### config.mk
export PLATFORM = sky130hd
export DESIGN_NAME = workout_timer_flat
export DESIGN_NICKNAME = d
export VERILOG_FILES = /design/src/rtl/workout_timer_if.sv /design/src/rtl/workout_timer.sv /design/src/flat_wrapper.sv
export SDC_FILE = /design/constraint.sdc
export NUM_CORES = 1
export LEC_CHECK = 0
export BUFFER_PORTS_ARGS = -buffer_cell sky130_fd_sc_hd__buf_2
export CAP_MARGIN = 40
export CORE_MARGIN = 8
export CORE_UTILIZATION = 45
export DETAILED_ROUTE_END_ITERATION = 10
export GPL_ROUTABILITY_DRIVEN = 0
export PLACE_DENSITY = 0.7
export SLEW_MARGIN = 25
export SYNTH_ARGS = -nofsm -noshare
export SYNTH_HDL_FRONTEND = slang
export SYNTH_SLANG_ARGS = --single-unit
### constraint.sdc
create_clock -name clk -period 3.35 [get_ports clk]
set_input_delay 0.1675 -clock clk [delete_from_list [all_inputs] [get_ports clk]]
set_output_delay 0.1675 -clock clk [all_outputs]
set_load 0.03 [all_outputs]
### src/rtl/workout_timer_if.sv
// =============================================================================
// workout_timer_if : control/status bundle between workout FSM and timer
// Revision: 1.0
// =============================================================================
`default_nettype none

interface workout_timer_if;
  logic       start_timer;
  logic [1:0] state_in;
  logic       skip;
  logic [7:0] work_sec;
  logic [7:0] rest_sec;
  logic       time_done;
  logic [7:0] remaining;
  logic [3:0] min_digit;
  logic [3:0] sec_tens;
  logic [3:0] sec_ones;
  logic       running;
  logic       warn;

  modport master (
    output start_timer, state_in, skip, work_sec, rest_sec,
    input  time_done, remaining, min_digit, sec_tens, sec_ones, running, warn
  );

  modport slave (
    input  start_timer, state_in, skip, work_sec, rest_sec,
    output time_done, remaining, min_digit, sec_tens, sec_ones, running, warn
  );
endinterface

`default_nettype wire

### src/rtl/workout_timer.sv
// =============================================================================
// workout_timer : 1 Hz interval countdown with m:ss BCD display.
// Optional macro TIMER_WARN_EN enables the final-seconds warn output.
// Revision: 1.0
// =============================================================================
`default_nettype none

module workout_timer #(
  parameter int MIN_SEC  = 1,
  parameter int WARN_SEC = 3
) (
  input  wire logic        clk,
  input  wire logic        reset_n,
  workout_timer_if.slave   tif
);

  typedef enum logic [1:0] {
    ST_STOP   = 2'd0,
    ST_RUN    = 2'd1,
    ST_EXPIRE = 2'd2
  } state_t;

  localparam logic [1:0] PH_WORKOUT = 2'b01;
  localparam logic [1:0] PH_REST    = 2'b10;
  localparam logic [7:0] MIN_LOAD   = 8'(MIN_SEC);

  state_t     state, state_nxt;
  logic [7:0] count, count_nxt;
  logic [1:0] prev_state;
  logic       time_done_q, time_done_nxt;

  logic [7:0] sel_sec;
  logic [7:0] load_val;
  logic       phase_active;

  assign phase_active = (tif.state_in == PH_WORKOUT) || (tif.state_in == PH_REST);
  assign sel_sec      = (tif.state_in == PH_REST) ? tif.rest_sec : tif.work_sec;
  assign load_val     = (sel_sec == 8'd0) ? MIN_LOAD : sel_sec;

  always_ff @(posedge clk or negedge reset_n) begin
    if (!reset_n) begin
      state       <= ST_STOP;
      count       <= 8'd0;
      prev_state  <= 2'b00;
      time_done_q <= 1'b0;
    end else begin
      state       <= state_nxt;
      count       <= count_nxt;
      prev_state  <= tif.state_in;
      time_done_q <= time_done_nxt;
    end
  end

  // Priority: start low, then skip, then phase-change reload, then countdown.
  always_comb begin
    state_nxt     = state;
    count_nxt     = count;
    time_done_nxt = 1'b0;
    if (!tif.start_timer) begin
      state_nxt = ST_STOP;
      count_nxt = 8'd0;
    end else begin
      case (state)
        ST_STOP: begin
          if (phase_active) begin
            state_nxt = ST_RUN;
            count_nxt = load_val;
          end
        end
        ST_RUN: begin
          if (tif.skip && (tif.state_in == PH_WORKOUT)) begin
            state_nxt = ST_STOP;
            count_nxt = 8'd0;
          end else if (tif.state_in != prev_state) begin
            count_nxt = load_val;
          end else if (count <= 8'd1) begin
            // count==0 cannot occur in RUN; folding it here keeps the counter from wrapping
            state_nxt     = ST_EXPIRE;
            count_nxt     = 8'd0;
            time_done_nxt = 1'b1;
          end else begin
            count_nxt = count - 8'd1;
          end
        end
        ST_EXPIRE: begin
          state_nxt = ST_STOP;
          count_nxt = 8'd0;
        end
        default: begin
          state_nxt = ST_STOP;
          count_nxt = 8'd0;
        end
      endcase
    end
  end

  assign tif.time_done = time_done_q;
  assign tif.remaining = count;
  assign tif.running   = (state == ST_RUN);
  assign tif.min_digit = 4'(count / 8'd60);
  assign tif.sec_tens  = 4'((count % 8'd60) / 8'd10);
  assign tif.sec_ones  = 4'(count % 8'd10);

`ifdef TIMER_WARN_EN
  localparam logic [7:0] WARN_LIM = 8'(WARN_SEC);

  logic warn_q;

  always_ff @(posedge clk or negedge reset_n) begin
    if (!reset_n) begin
      warn_q <= 1'b0;
    end else begin
      warn_q <= (state_nxt == ST_RUN) && (count_nxt != 8'd0) && (count_nxt <= WARN_LIM);
    end
  end

  assign tif.warn = warn_q;
`else
  // No warning window in this build; the comparison is elaboration-constant 0.
  assign tif.warn = (WARN_SEC < 0);
`endif

endmodule

`default_nettype wire
### src/flat_wrapper.sv
// flat-port wrapper written by rule: the top's interface ports become plain ports
module workout_timer_flat 
#(
  parameter int MIN_SEC  = 1,
  parameter int WARN_SEC = 3
)
  (clk, reset_n, tif_start_timer, tif_state_in, tif_skip, tif_work_sec, tif_rest_sec, tif_time_done, tif_remaining, tif_min_digit, tif_sec_tens, tif_sec_ones, tif_running, tif_warn);
  workout_timer_if tif_i ();
  input  wire logic clk;
  input  wire logic reset_n;
  input wire logic [$bits(tif_i.start_timer)-1:0] tif_start_timer;
  input wire logic [$bits(tif_i.state_in)-1:0] tif_state_in;
  input wire logic [$bits(tif_i.skip)-1:0] tif_skip;
  input wire logic [$bits(tif_i.work_sec)-1:0] tif_work_sec;
  input wire logic [$bits(tif_i.rest_sec)-1:0] tif_rest_sec;
  output wire logic [$bits(tif_i.time_done)-1:0] tif_time_done;
  output wire logic [$bits(tif_i.remaining)-1:0] tif_remaining;
  output wire logic [$bits(tif_i.min_digit)-1:0] tif_min_digit;
  output wire logic [$bits(tif_i.sec_tens)-1:0] tif_sec_tens;
  output wire logic [$bits(tif_i.sec_ones)-1:0] tif_sec_ones;
  output wire logic [$bits(tif_i.running)-1:0] tif_running;
  output wire logic [$bits(tif_i.warn)-1:0] tif_warn;
  assign tif_i.start_timer = tif_start_timer;
  assign tif_i.state_in = tif_state_in;
  assign tif_i.skip = tif_skip;
  assign tif_i.work_sec = tif_work_sec;
  assign tif_i.rest_sec = tif_rest_sec;
  assign tif_time_done = tif_i.time_done;
  assign tif_remaining = tif_i.remaining;
  assign tif_min_digit = tif_i.min_digit;
  assign tif_sec_tens = tif_i.sec_tens;
  assign tif_sec_ones = tif_i.sec_ones;
  assign tif_running = tif_i.running;
  assign tif_warn = tif_i.warn;
  workout_timer #(.MIN_SEC(MIN_SEC), .WARN_SEC(WARN_SEC)) u_core (.clk(clk), .reset_n(reset_n), .tif(tif_i));
endmodule
# ---- Word level (Yosys, flattened, before mapping)
# Cells that the tools add are included.
dict set report totals {
  regBits 13
  latch_bits 0
  ram_bits 0
  rom_bits 0
  in_bits 22
  out_inout_bits 23
  mem_count 0
}
dict set report classes {
  addsub 1
  mul 0
  div_mod_pow 4
  magnitude_cmp 1
  eq_ne 7
  n_shift 0
  n_mux 19
  bitwise 0
  reduce_logical 5
}
# operator count
set op_table {}
lappend op_table {{2-to-1 mux 8 bit} 7}
lappend op_table {{case mux 8 bit (2 select lines)} 1}
lappend op_table {{2-to-1 mux 2 bit} 5}
lappend op_table {{divider 8 x 4 -> 8 bit, second input constant} 1}
lappend op_table {{divider 8 x 6 -> 8 bit, second input constant} 1}
lappend op_table {{<= comparator 8 x 1 -> 1 bit, second input constant} 1}
lappend op_table {{logical NOT 8 bit} 1}
lappend op_table {{remainder unit 8 x 4 -> 8 bit, second input constant} 1}
lappend op_table {{remainder unit 8 x 6 -> 8 bit, second input constant} 1}
lappend op_table {{subtractor 8 x 1 -> 8 bit, second input constant} 1}
lappend op_table {{2-to-1 mux 1 bit} 5}
lappend op_table {{equality test 2 x 1 -> 1 bit, second input constant} 2}
lappend op_table {{!= test 4 x 2 -> 1 bit, second input constant} 1}
lappend op_table {{!= test 4 x 3 -> 1 bit, second input constant} 1}
lappend op_table {{case mux 2 bit (2 select lines)} 1}
lappend op_table {{!= test 3 x 2 -> 1 bit, second input constant} 1}
lappend op_table {{AND reduction 3 bit} 1}
lappend op_table {{equality test 2 bit, second input constant} 1}
lappend op_table {{logical NOT 2 bit} 1}
lappend op_table {{!= test 2 bit} 1}
lappend op_table {{logical AND 1 bit} 1}
lappend op_table {{logical OR 1 bit} 1}

# ---- Depth between registers and ports, before layout
# Gate-level depths: netlist (run 1).
dict set report depth {
  depth_word 8
  depth_mapped 11
  depth_no_buf 9
}

# ---- Worst setup path before layout (run 1)
# No wires, ideal clock.
dict set report synth_path {
  kind {reg2out}
  from {reg u_core.count[3], in the netlist u_core.tif.remaining[3]}
  to {out tif_sec_ones[2]}
  t_arrival_ps 2839
  t_required_ps 3182
  setup_slack_ps 344
  stages_incl_launch_ff 12
  cell_sequence {dfrtp_1 buf_4 buf_2 clkbuf_1 nand3_1 o311ai_0 and3_1 xnor2_1 ha_1 a21oi_1 a31o_1 a221o_1}
}
dict set report synth_between {
  elab_chain_cells 1
}
# item line_no
set synth_lines {}
lappend synth_lines {{from (decl)} workout_timer.sv:28} ;# logic [7:0] count, count_nxt;
lappend synth_lines {{from (signal assigned)} workout_timer.sv:48} ;# count <= count_nxt;
lappend synth_lines {{remainder unit 8 x 4 -> 8 bit} workout_timer.sv:102} ;# assign tif.sec_ones = 4'(count % 8'd10);
lappend synth_lines {{to (decl)} flat_wrapper.sv:20} ;# output wire logic [$bits(tif_i.sec_ones)-1:0] tif_sec_ones;
# No other way between the ends.

# ---- Worst setup path in the final report (run 1)
dict set report layout_path {
  from {reg u_core.count[2], in the netlist u_core.tif.remaining[2]}
  to {out tif_sec_ones[3]}
}
# Same word-level chain as after synthesis.

==> results of run 1 <==
-- synthesized netlist by cell type (2+ instances only) --
master and n:
a21boi_0 2, a21o_1 5, a21oi_1 12, a22o_1 7, a32oi_1 2, and3_1 4, buf_2 5, buf_4 10
buf_6 2, clkbuf_1 2, dfrtp_1 13, ha_1 7, inv_1 8, mux2i_1 6, nand2_1 22, nand2b_1 4
nand3_1 7, nand3b_1 3, nor2_1 14, nor3_1 7, nor3b_1 2, nor4_1 2, o2111ai_1 2, o211ai_1 3
o21ai_0 20, o22ai_1 5, or3_1 3, xnor2_1 2, xor2_1 3
-- power by group through the flow --
stage	Clock (mW)	Combinational [mW]	Sequential (mW)
after floorplan	0	0.425	0.214
after global placement	0	0.528	0.220
after detailed placement	0	0.531	0.221
after CTS	0.146	0.533	0.218
after global routing	0.151	0.590	0.225
final	0.147	0.537	0.219
-- per-layer routing --
| metal | wire (microns) | up-vias | part of all wire | GRT usage |
|---|---|---|---|---|
| li1 | - | 891 | - | - |
| met1 | 2196 | 837 | 0.48 | 0.2044 |
| met2 | 2054 | 69 | 0.45 | 0.2439 |
| met3 | 231 | 5 | 0.051 | 0.02050 |
| met4 | 61 | 0 | 0.013 | 0.05000 |
| met5 | 0 | - | 0 | 0 |
-- per-stage QoR --
stage | area [sq um] | utilization
6_report | 1978 | 0.5363
5_1_grt | 1978 | 0.5363
4_1_cts | 1971 | 0.5343
3_5_place_dp | 1914 | 0.5190
3_3_place_gp | 1914 | 0.5190
2_1_floorplan | 1738 | -
-- cell type report --
type	count	area, sq um	share of cell area
multi-input cells	184	1249	0.6312
flip-flops and latches	13	325.3	0.1645
repair buffers	49	267.8	0.1354
well taps	48	60.06	0.03036
clock buffers	3	41.29	0.02087
inverters	8	30.03	0.01518
clock inverters	1	5.005	0.002530
-- path summary, 6_finish.rpt --
check	from	to	slack, ps
min	tif_state_in[0]	u_core.prev_state[0]	70
max in group asynchronous	reset_n	u_core.tif.remaining[3]	2770
max	u_core.tif.remaining[2]	tif_sec_ones[3]	200
max reg2reg	u_core.tif.remaining[3]	u_core.tif.remaining[3]	1140
min in group asynchronous	reset_n	u_core.prev_state[1]	350
min reg2reg	u_core.state[1]	u_core.state[0]	600
-- cell families after synthesis --
| family | after synthesis | share of synthesized area |
|---|---|---|
| flip-flops | 13 | 0.1880 |
| adder cells (fa/ha/maj) | 9 | 0.06290 |
| other | 1 | 0.002167 |
| AO/OA/AOI/OAI | 79 | 0.3406 |
| buffers and inverters | 28 | 0.09472 |
| multiplexers | 7 | 0.04122 |
| AND/OR/NAND/NOR | 81 | 0.2451 |
| XOR/XNOR | 5 | 0.02531 |
-- sequential cells by signal (all words and copies together) (netlist names) --
| signal | cells |
|---|---|
| u_core.prev_state | 2 |
| u_core.tif.remaining | 8 |
| u_core.state | 2 |
| u_core.tif.time_done | 1 |
-- worst max-delay path: stages (launching register included) --
cell and delay (ps):
dfrtp_1 760, or2_4 260, o21ai_2 80, a311o_2 450
xnor2_1 160, ha_1 260, a21oi_1 60, a2111o_1 430
o211ai_2 60, buf_2 210
==> flow_metrics.env, run 1 <==
export IMPL_cts_sinks=13
export IMPL_crit_fanout=21
export IMPL_die_area_sq_um=6086
export IMPL_drtIter0Drc=127
export IMPL_io_buffers=41
export IMPL_postRouteAntennaNets=0
export IMPL_ys_warn_count=0
export IMPL_cp_data_arrival_time_ps=2990
export IMPL_drv_slew=0
export IMPL_setup_ws_ps=195.6
export IMPL_final_cell_mix="buf_2 (41), nand2_1 (22), o21ai_0 (20)"
export IMPL_final_common_cell="buf_2"
export IMPL_rows=22
export IMPL_cts_setup_buffers=0
export IMPL_async_reset_ff_frac=1.000
export IMPL_first_pass_iters=4
export IMPL_power_frac_seq=0.243
export IMPL_yosysSeqAreaShare=0.1880
export IMPL_finalHoldViolCount=0
export IMPL_io_pins=45
export IMPL_hold_depth=1
export IMPL_finalPower_uw=903.0
export IMPL_vias_per_cell=5.889
export IMPL_die_h_microns=78.01
export IMPL_vdd_ir_drop_worst_mv=0.2797
export IMPL_htreeDepth=1
export IMPL_place_worst_setup_slack_ps=513.4
export IMPL_clk_path_buf_depth=2
export IMPL_wire_per_inst_microns=14.85
export IMPL_start_util=0.4691
export IMPL_reg2reg_depth=6
export IMPL_crit_path_end_kind="output pin"
export IMPL_synthTopCellsByArea="dfrtp_1 (19%), o21ai_0 (5.8%), ha_1 (5.1%)"
export IMPL_period_minus_slack_ps=3154
export IMPL_final_cells=306
export IMPL_switching_share=0.4941
export IMPL_core_area_sq_um=3689
export IMPL_n_antenna_cell=0
export IMPL_grt_antenna_before_repair=0
export IMPL_synth_edf_count=0
export IMPL_slew_headroom=0.5508
export IMPL_yosysTopAreaCell="dfrtp_1"
export IMPL_clk_latency_ps=250
export IMPL_worst_hold_slack_ps=74.19
export IMPL_clock_root_buffer="clkbuf_8"
export IMPL_routed_wl_mm=4.545
export IMPL_synth_top_cell_area_share=0.1880
export IMPL_cts_tree="built"
export IMPL_rsz0062_at_grt="false"
export IMPL_finClkSkew_ps=1.039
export IMPL_grt_overflow=0
export IMPL_yosysUniqueCellTypes=68
export IMPL_required_ps=3180
export IMPL_grt_pass1_wl_mm=7.983
export IMPL_die_width_microns=78.01
export IMPL_powerDensity_nw_per_um2=456.5
export IMPL_setup_tns_ps=0
export IMPL_cts_inserted_buffers=3
export IMPL_dp_hpwl_mm=3.508
export IMPL_postCtsHoldBufs=1
export IMPL_num_vias=1802
export IMPL_drive_gt1_frac=0.2597
export IMPL_power_leakage_nw=0.9001
export IMPL_synth_ff_type="dfrtp_1"
export IMPL_p_int_uw=456.8
export IMPL_tightest_slew_ps=673.8
export IMPL_cp_start_kind="flop"
export IMPL_cts_resized=0
export IMPL_pwr_share_comb=0.595
export IMPL_hold_path_class="in -> reg"
export IMPL_grtUsageTotal=0.1518
export IMPL_route_detailed_drc=0
export IMPL_clkPwrFrac=0.162
export IMPL_fmaxAchievable_mhz=317.0
export IMPL_worst_setup_path_type="reg -> out"
export IMPL_syn2layout_area_growth_pct=14.32
export IMPL_fin_crit_sh=0.9416
export IMPL_syn_area_per_cell_sq_um=7.760
export IMPL_cap_viol_max_count=0
export IMPL_outcome="completed"
export IMPL_synth_seq_cells=13
export IMPL_synth_area_sq_um=1730
export IMPL_setup_violations=0
export IMPL_switching_power_uw=446.2
export IMPL_fin_nets=288
export IMPL_dpl_cell_count=300
export IMPL_grt_max_degree=22
export IMPL_clk_pin_slew_ps=60
export IMPL_syn_inst=223
export IMPL_grt_pass1_vias=1700
export IMPL_fill_cells=371
No activity file was read; power rests on OpenSTA's default activity.
==> inputs of run 2 (changes only) <==
--- a/config.mk
+++ b/config.mk
@@ -12,6 +12,7 @@
 export DETAILED_ROUTE_END_ITERATION = 10
 export GPL_ROUTABILITY_DRIVEN = 0
 export PLACE_DENSITY = 0.7
+export RECOVER_POWER = 25
 export SLEW_MARGIN = 25
 export SYNTH_ARGS = -nofsm -noshare
 export SYNTH_HDL_FRONTEND = slang
==> flow_metrics.env, run 2 (synthesized netlist as in run 1, its figures left out) <==
export IMPL_min_to="u_core.prev_state[0]"
export IMPL_drtIter0Drc=126
export IMPL_final_common_cell="buf_2"
export IMPL_clkPwrFrac=0.162
export IMPL_grt_pass1_vias=1700
export IMPL_use_met3=0.02050
export IMPL_routed_wl_mm=4.562
export IMPL_rows=22
export IMPL_cp_slowest_cell="dfrtp_1"
export IMPL_slew_headroom=0.5100
export IMPL_cap_viol_max_count=0
export IMPL_final_cells=306
export IMPL_clk_pin_slew_ps=60
export IMPL_hold_path_class="in -> reg"
export IMPL_postRouteAntennaNets=0
export IMPL_fill_cells=373
export IMPL_dp_hpwl_mm=3.508
export IMPL_p_int_uw=456.3
export IMPL_worst_hold_slack_ps=97.05
export IMPL_ff2ff_setup_slack_ps=1140
export IMPL_required_ps=3180
export IMPL_syn2layout_area_growth_pct=14.10
export IMPL_clock_root_buffer="clkbuf_8"
export IMPL_period_minus_slack_ps=3162
export IMPL_die_width_microns=78.01
export IMPL_crit_family="compound AO/OA/AOI/OAI gates"
export IMPL_drive_gt1_frac=0.2481
export IMPL_grtUsageMet2=0.2439
export IMPL_final_cell_mix="buf_2 (38), nand2_1 (22), o21ai_0 (20)"
export IMPL_power_frac_seq=0.243
export IMPL_n_antenna_cell=0
export IMPL_dpl_cell_count=300
export IMPL_finalHoldViolCount=0
export IMPL_vias_per_cell=5.935
export IMPL_io_pins=45
export IMPL_cp_data_arrival_time_ps=2990
export IMPL_start_util=0.4691
export IMPL_cts_sinks=13
export IMPL_grt_busiest_layer="met2"
export IMPL_largest_reg_flops=8
export IMPL_grt_pass1_wl_mm=7.983
export IMPL_regToRegEndpoint="u_core.tif.remaining[3]"
export IMPL_drv_slew=0
export IMPL_cp_start_kind="flop"
export IMPL_crit_path_end_kind="output pin"
export IMPL_setup_violations=0
export IMPL_grt_antenna_before_repair=0
export IMPL_crit_path_max_incr_delay_ps=760
export IMPL_setup_tns_ps=0
export IMPL_place_worst_setup_slack_ps=513.4
export IMPL_use_met1=0.2044
export IMPL_reg2reg_depth=6
export IMPL_powerDensity_nw_per_um2=457.3
export IMPL_setup_ws_ps=187.8
export IMPL_hold_depth=1
export IMPL_route_detailed_drc=0
export IMPL_fin_nets=288
export IMPL_grtUsageTotal=0.1518
export IMPL_tightest_slew_ps=734.9
export IMPL_outcome="completed"
export IMPL_grt_max_degree=22
export IMPL_num_vias=1816
export IMPL_switching_power_uw=446.6
export IMPL_fmaxAchievable_mhz=316.2
export IMPL_worst_setup_path_type="reg -> out"
export IMPL_finClkSkew_ps=2.402
export IMPL_core_area_sq_um=3689
export IMPL_cts_tree="built"
export IMPL_io_buffers=41
export IMPL_crit_path_cell_trace="or2_4 -> o21ai_2 -> a311o_2 -> xnor2_1 -> ha_1 -> a21oi_1 -> a2111o_1 -> o211ai_2 -> buf_2"
export IMPL_cts_inserted_buffers=3
export IMPL_clk_latency_ps=250
export IMPL_clk_path_buf_depth=2
export IMPL_vdd_ir_drop_worst_mv=0.2802
export IMPL_die_h_microns=78.01
export IMPL_grt_overflow=0
export IMPL_htreeDepth=1
export IMPL_die_area_sq_um=6086
export IMPL_wire_per_inst_microns=14.91
export IMPL_worstPathBufferInverterCount=1
export IMPL_fin_crit_sh=0.9439
export IMPL_min_from="tif_state_in[0]"
export IMPL_first_pass_iters=4
export IMPL_power_leakage_nw=0.8919
export IMPL_crit_fanout=21
export IMPL_pwr_share_comb=0.595
export IMPL_regToRegStartpoint="u_core.tif.remaining[3]"
export IMPL_switching_share=0.4946
export IMPL_rsz0062_at_grt="false"
[run 2: cell types whose count changed in the layout (fill, tap and decap cells not counted)]
| cell | previous run | this run |
|---|---|---|
| buf_2 | 41 | 38 |
| clkbuf_1 | 0 | 3 |
[run 2: area by class of cell]
| cell class | count | area (sq um) | share of cell area |
|---|---|---|---|
| inverter | 8 | 30.03 | 0.01521 |
| sequential | 13 | 325.3 | 0.1648 |
| clock inverter | 1 | 5.005 | 0.002535 |
| tap | 48 | 60.06 | 0.03042 |
| timing repair buffer | 49 | 264.0 | 0.1337 |
| clock buffer | 3 | 41.29 | 0.02091 |
| multi-input combinational | 184 | 1249 | 0.6324 |
[run 2: power groups by stage]
stage / Clock [mW] / Sequential, mW / Combinational, mW
finish: 0.146 / 0.219 / 0.538
global route: 0.151 / 0.225 / 0.590
CTS: 0.146 / 0.218 / 0.533
detailed placement: 0 / 0.221 / 0.531
global placement: 0 / 0.220 / 0.528
floorplan: 0 / 0.214 / 0.425
[run 2: repair_timing]
action	4_1_cts	5_1_grt
endpoints found under the setup margin	0	0
gates resized for setup	0	0
setup buffers	0	0
endpoints found under the hold margin	13	0
hold buffers	1	0
[run 2: stage by stage]
step           power [mW]  area (sq um)    util
4_1_cts            0.8970          1971  0.5343
5_1_grt            0.9662          1974  0.5353
3_3_place_gp       0.7480          1914  0.5190
2_1_floorplan      0.6388          1738       -
3_5_place_dp       0.7518          1914  0.5190
6_report           0.9029          1974  0.5353
[run 2: how the worst max path moves through the flow]
stage,startpoint,to,slack (ps),cells after the start
detailed placement,u_core.tif.remaining[2],tif_sec_ones[3],510,9
CTS,u_core.tif.remaining[2],tif_sec_ones[3],240,9
finish,u_core.tif.remaining[2],tif_sec_ones[3],190,9
global route,u_core.tif.remaining[2],tif_sec_ones[2],50,9
global placement,u_core.tif.remaining[2],tif_sec_ones[3],560,9
floorplan,u_core.tif.remaining[3],tif_sec_ones[2],340,11
[run 2: per-layer routing]
| layer | vias to the layer above | part of all wire |
|---|---|---|
| met5 | - | 0 |
| met4 | 0 | 0.015 |
| met3 | 9 | 0.056 |
| met2 | 85 | 0.46 |
| met1 | 831 | 0.47 |
| li1 | 891 | - |
==> inputs of run 3 (changes only) <==
--- a/config.mk
+++ b/config.mk
@@ -7,7 +7,6 @@
 export LEC_CHECK = 0
 export BUFFER_PORTS_ARGS = -buffer_cell sky130_fd_sc_hd__buf_2
 export CAP_MARGIN = 40
-export CORE_MARGIN = 8
 export CORE_UTILIZATION = 45
 export DETAILED_ROUTE_END_ITERATION = 10
 export GPL_ROUTABILITY_DRIVEN = 0
==> flow_metrics.env, run 3 (synthesized netlist as in run 1, its figures left out) <==
export IMPL_outcome="completed"
export IMPL_n_antenna_cell=0
export IMPL_die_width_microns=64.01
export IMPL_clk_latency_ps=240
export IMPL_regToRegEndpoint="u_core.tif.remaining[3]"
export IMPL_syn2layout_area_growth_pct=14.10
export IMPL_drtIter0Drc=193
export IMPL_use_met3=0.01786
export IMPL_clock_root_buffer="clkbuf_8"
export IMPL_worst_hold_slack_ps=101.4
export IMPL_first_pass_iters=4
export IMPL_postCtsHoldBufs=1
export IMPL_grt_overflow=0
export IMPL_cts_inserted_buffers=3
export IMPL_largest_reg_flops=8
export IMPL_crit_family="compound AO/OA/AOI/OAI gates"
export IMPL_power_leakage_nw=0.8919
export IMPL_setup_violations=0
export IMPL_cp_slowest_cell="dfrtp_1"
export IMPL_grt_antenna_before_repair=0
export IMPL_finClkSkew_ps=2.255
export IMPL_finalPower_uw=897.8
export IMPL_route_detailed_drc=0
export IMPL_worst_setup_path_type="reg -> out"
export IMPL_tightest_slew_ps=734.1
export IMPL_finalHoldViolCount=0
export IMPL_die_area_sq_um=4097
export IMPL_regToRegStartpoint="u_core.tif.remaining[1]"
export IMPL_postRouteAntennaNets=0
export IMPL_fmaxAchievable_mhz=323.3
export IMPL_reg2reg_depth=6
export IMPL_final_cell_mix="buf_2 (38), nand2_1 (22), o21ai_0 (20)"
export IMPL_drv_slew=0
export IMPL_cts_resized=0
export IMPL_htreeDepth=1
export IMPL_cts_sinks=13
export IMPL_crit_path_cell_trace="or2_4 -> o21ai_2 -> a311o_2 -> xnor2_1 -> ha_1 -> a21oi_1 -> a2111o_1 -> o211ai_2 -> buf_2"
export IMPL_clk_path_buf_depth=2
export IMPL_cp_data_arrival_time_ps=2930
export IMPL_cp_start_kind="flop"
export IMPL_placed_area_sq_um=1914
export IMPL_vias_per_cell=5.824
export IMPL_grtUsageMet2=0.3670
export IMPL_final_common_cell="buf_2"
export IMPL_crit_start="u_core.tif.remaining[2]"
export IMPL_grtUsageTotal=0.2282
export IMPL_path_depth=9
export IMPL_rsz0062_at_grt="false"
export IMPL_clk_pin_slew_ps=60
export IMPL_drive_gt1_frac=0.2481
export IMPL_crit_path_end="tif_sec_ones[3]"
export IMPL_io_buffers=41
export IMPL_grt_max_degree=22
export IMPL_grt_pass1_wl_mm=7.548
export IMPL_io_pins=45
export IMPL_period_minus_slack_ps=3093
export IMPL_grt_busiest_layer="met2"
export IMPL_required_ps=3180
export IMPL_wire_per_inst_microns=13.99
export IMPL_worstPathBufferInverterCount=1
export IMPL_ff2ff_setup_slack_ps=1110
export IMPL_fill_cells=363
export IMPL_dp_hpwl_mm=3.260
export IMPL_start_util=0.4727
export IMPL_cap_viol_max_count=0
export IMPL_grt_pass1_vias=1643
export IMPL_powerDensity_nw_per_um2=454.7
export IMPL_num_vias=1782
export IMPL_slew_headroom=0.5106
export IMPL_crit_path_end_kind="output pin"
export IMPL_die_h_microns=64.01
export IMPL_hold_path_class="in -> reg"
export IMPL_use_met1=0.3126
export IMPL_rows=22
export IMPL_fin_crit_sh=0.9233
export IMPL_crit_fanout=21
export IMPL_cts_setup_buffers=0
export IMPL_multi_input_area_sq_um=1249
export IMPL_setup_tns_ps=0
export IMPL_cts_tree="built"
export IMPL_final_cell_area_sq_um=1974
export IMPL_vdd_ir_drop_worst_mv=0.1847
export IMPL_register_area_sq_um=325.3
export IMPL_core_area_sq_um=3661
export IMPL_crit_path_max_incr_delay_ps=740
export IMPL_fin_nets=288
export IMPL_setup_ws_ps=257.0
export IMPL_place_worst_setup_slack_ps=535.9
export IMPL_routed_wl_mm=4.280
-- run 3: cell counts in the layout (fill, tap and decap cells not counted) --
No cell type changed its count.
-- run 3: where the power goes --
group	internal, mW	switching (mW)
registers	0.171	0.0450
clock network	0.0822	0.0607
logic	0.203	0.336
total	0.456	0.442
-- run 3: cell type report --
type / instances / area share
multi-input combinational: 184 / 0.6324
tap: 48 / 0.03042
timing repair buffer: 49 / 0.1337
sequential: 13 / 0.1648
inverter: 8 / 0.01521
clock inverter: 1 / 0.002535
clock buffer: 3 / 0.02091
-- run 3: how the worst min path moves through the flow --
stage | startpoint | end | slack [ps] | cells after the start
CTS | tif_state_in[0] | u_core.prev_state[0] | 80 | 1
global route | tif_state_in[0] | u_core.prev_state[0] | 110 | 1
detailed placement | reset_n | u_core.prev_state[0] | 80 | 1
global placement | reset_n | u_core.prev_state[0] | 80 | 1
finish | tif_state_in[1] | u_core.prev_state[1] | 100 | 1
floorplan | reset_n | u_core.prev_state[0] | -130 | 0
-- run 3: layer usage --
layer | wire length (microns) | vias to the layer above
li1 | - | 893
met1 | 1975 | 804
met2 | 1994 | 74
met3 | 221 | 11
met4 | 89 | 0
met5 | 0 | -
-- run 3: metrics by stage --
step | utilization | std cells
after CTS | 0.5383 | 305
after global placement | 0.5229 | 300
after floorplan | - | 225
final | 0.5393 | 306
after detailed placement | 0.5229 | 300
after global routing | 0.5393 | 306
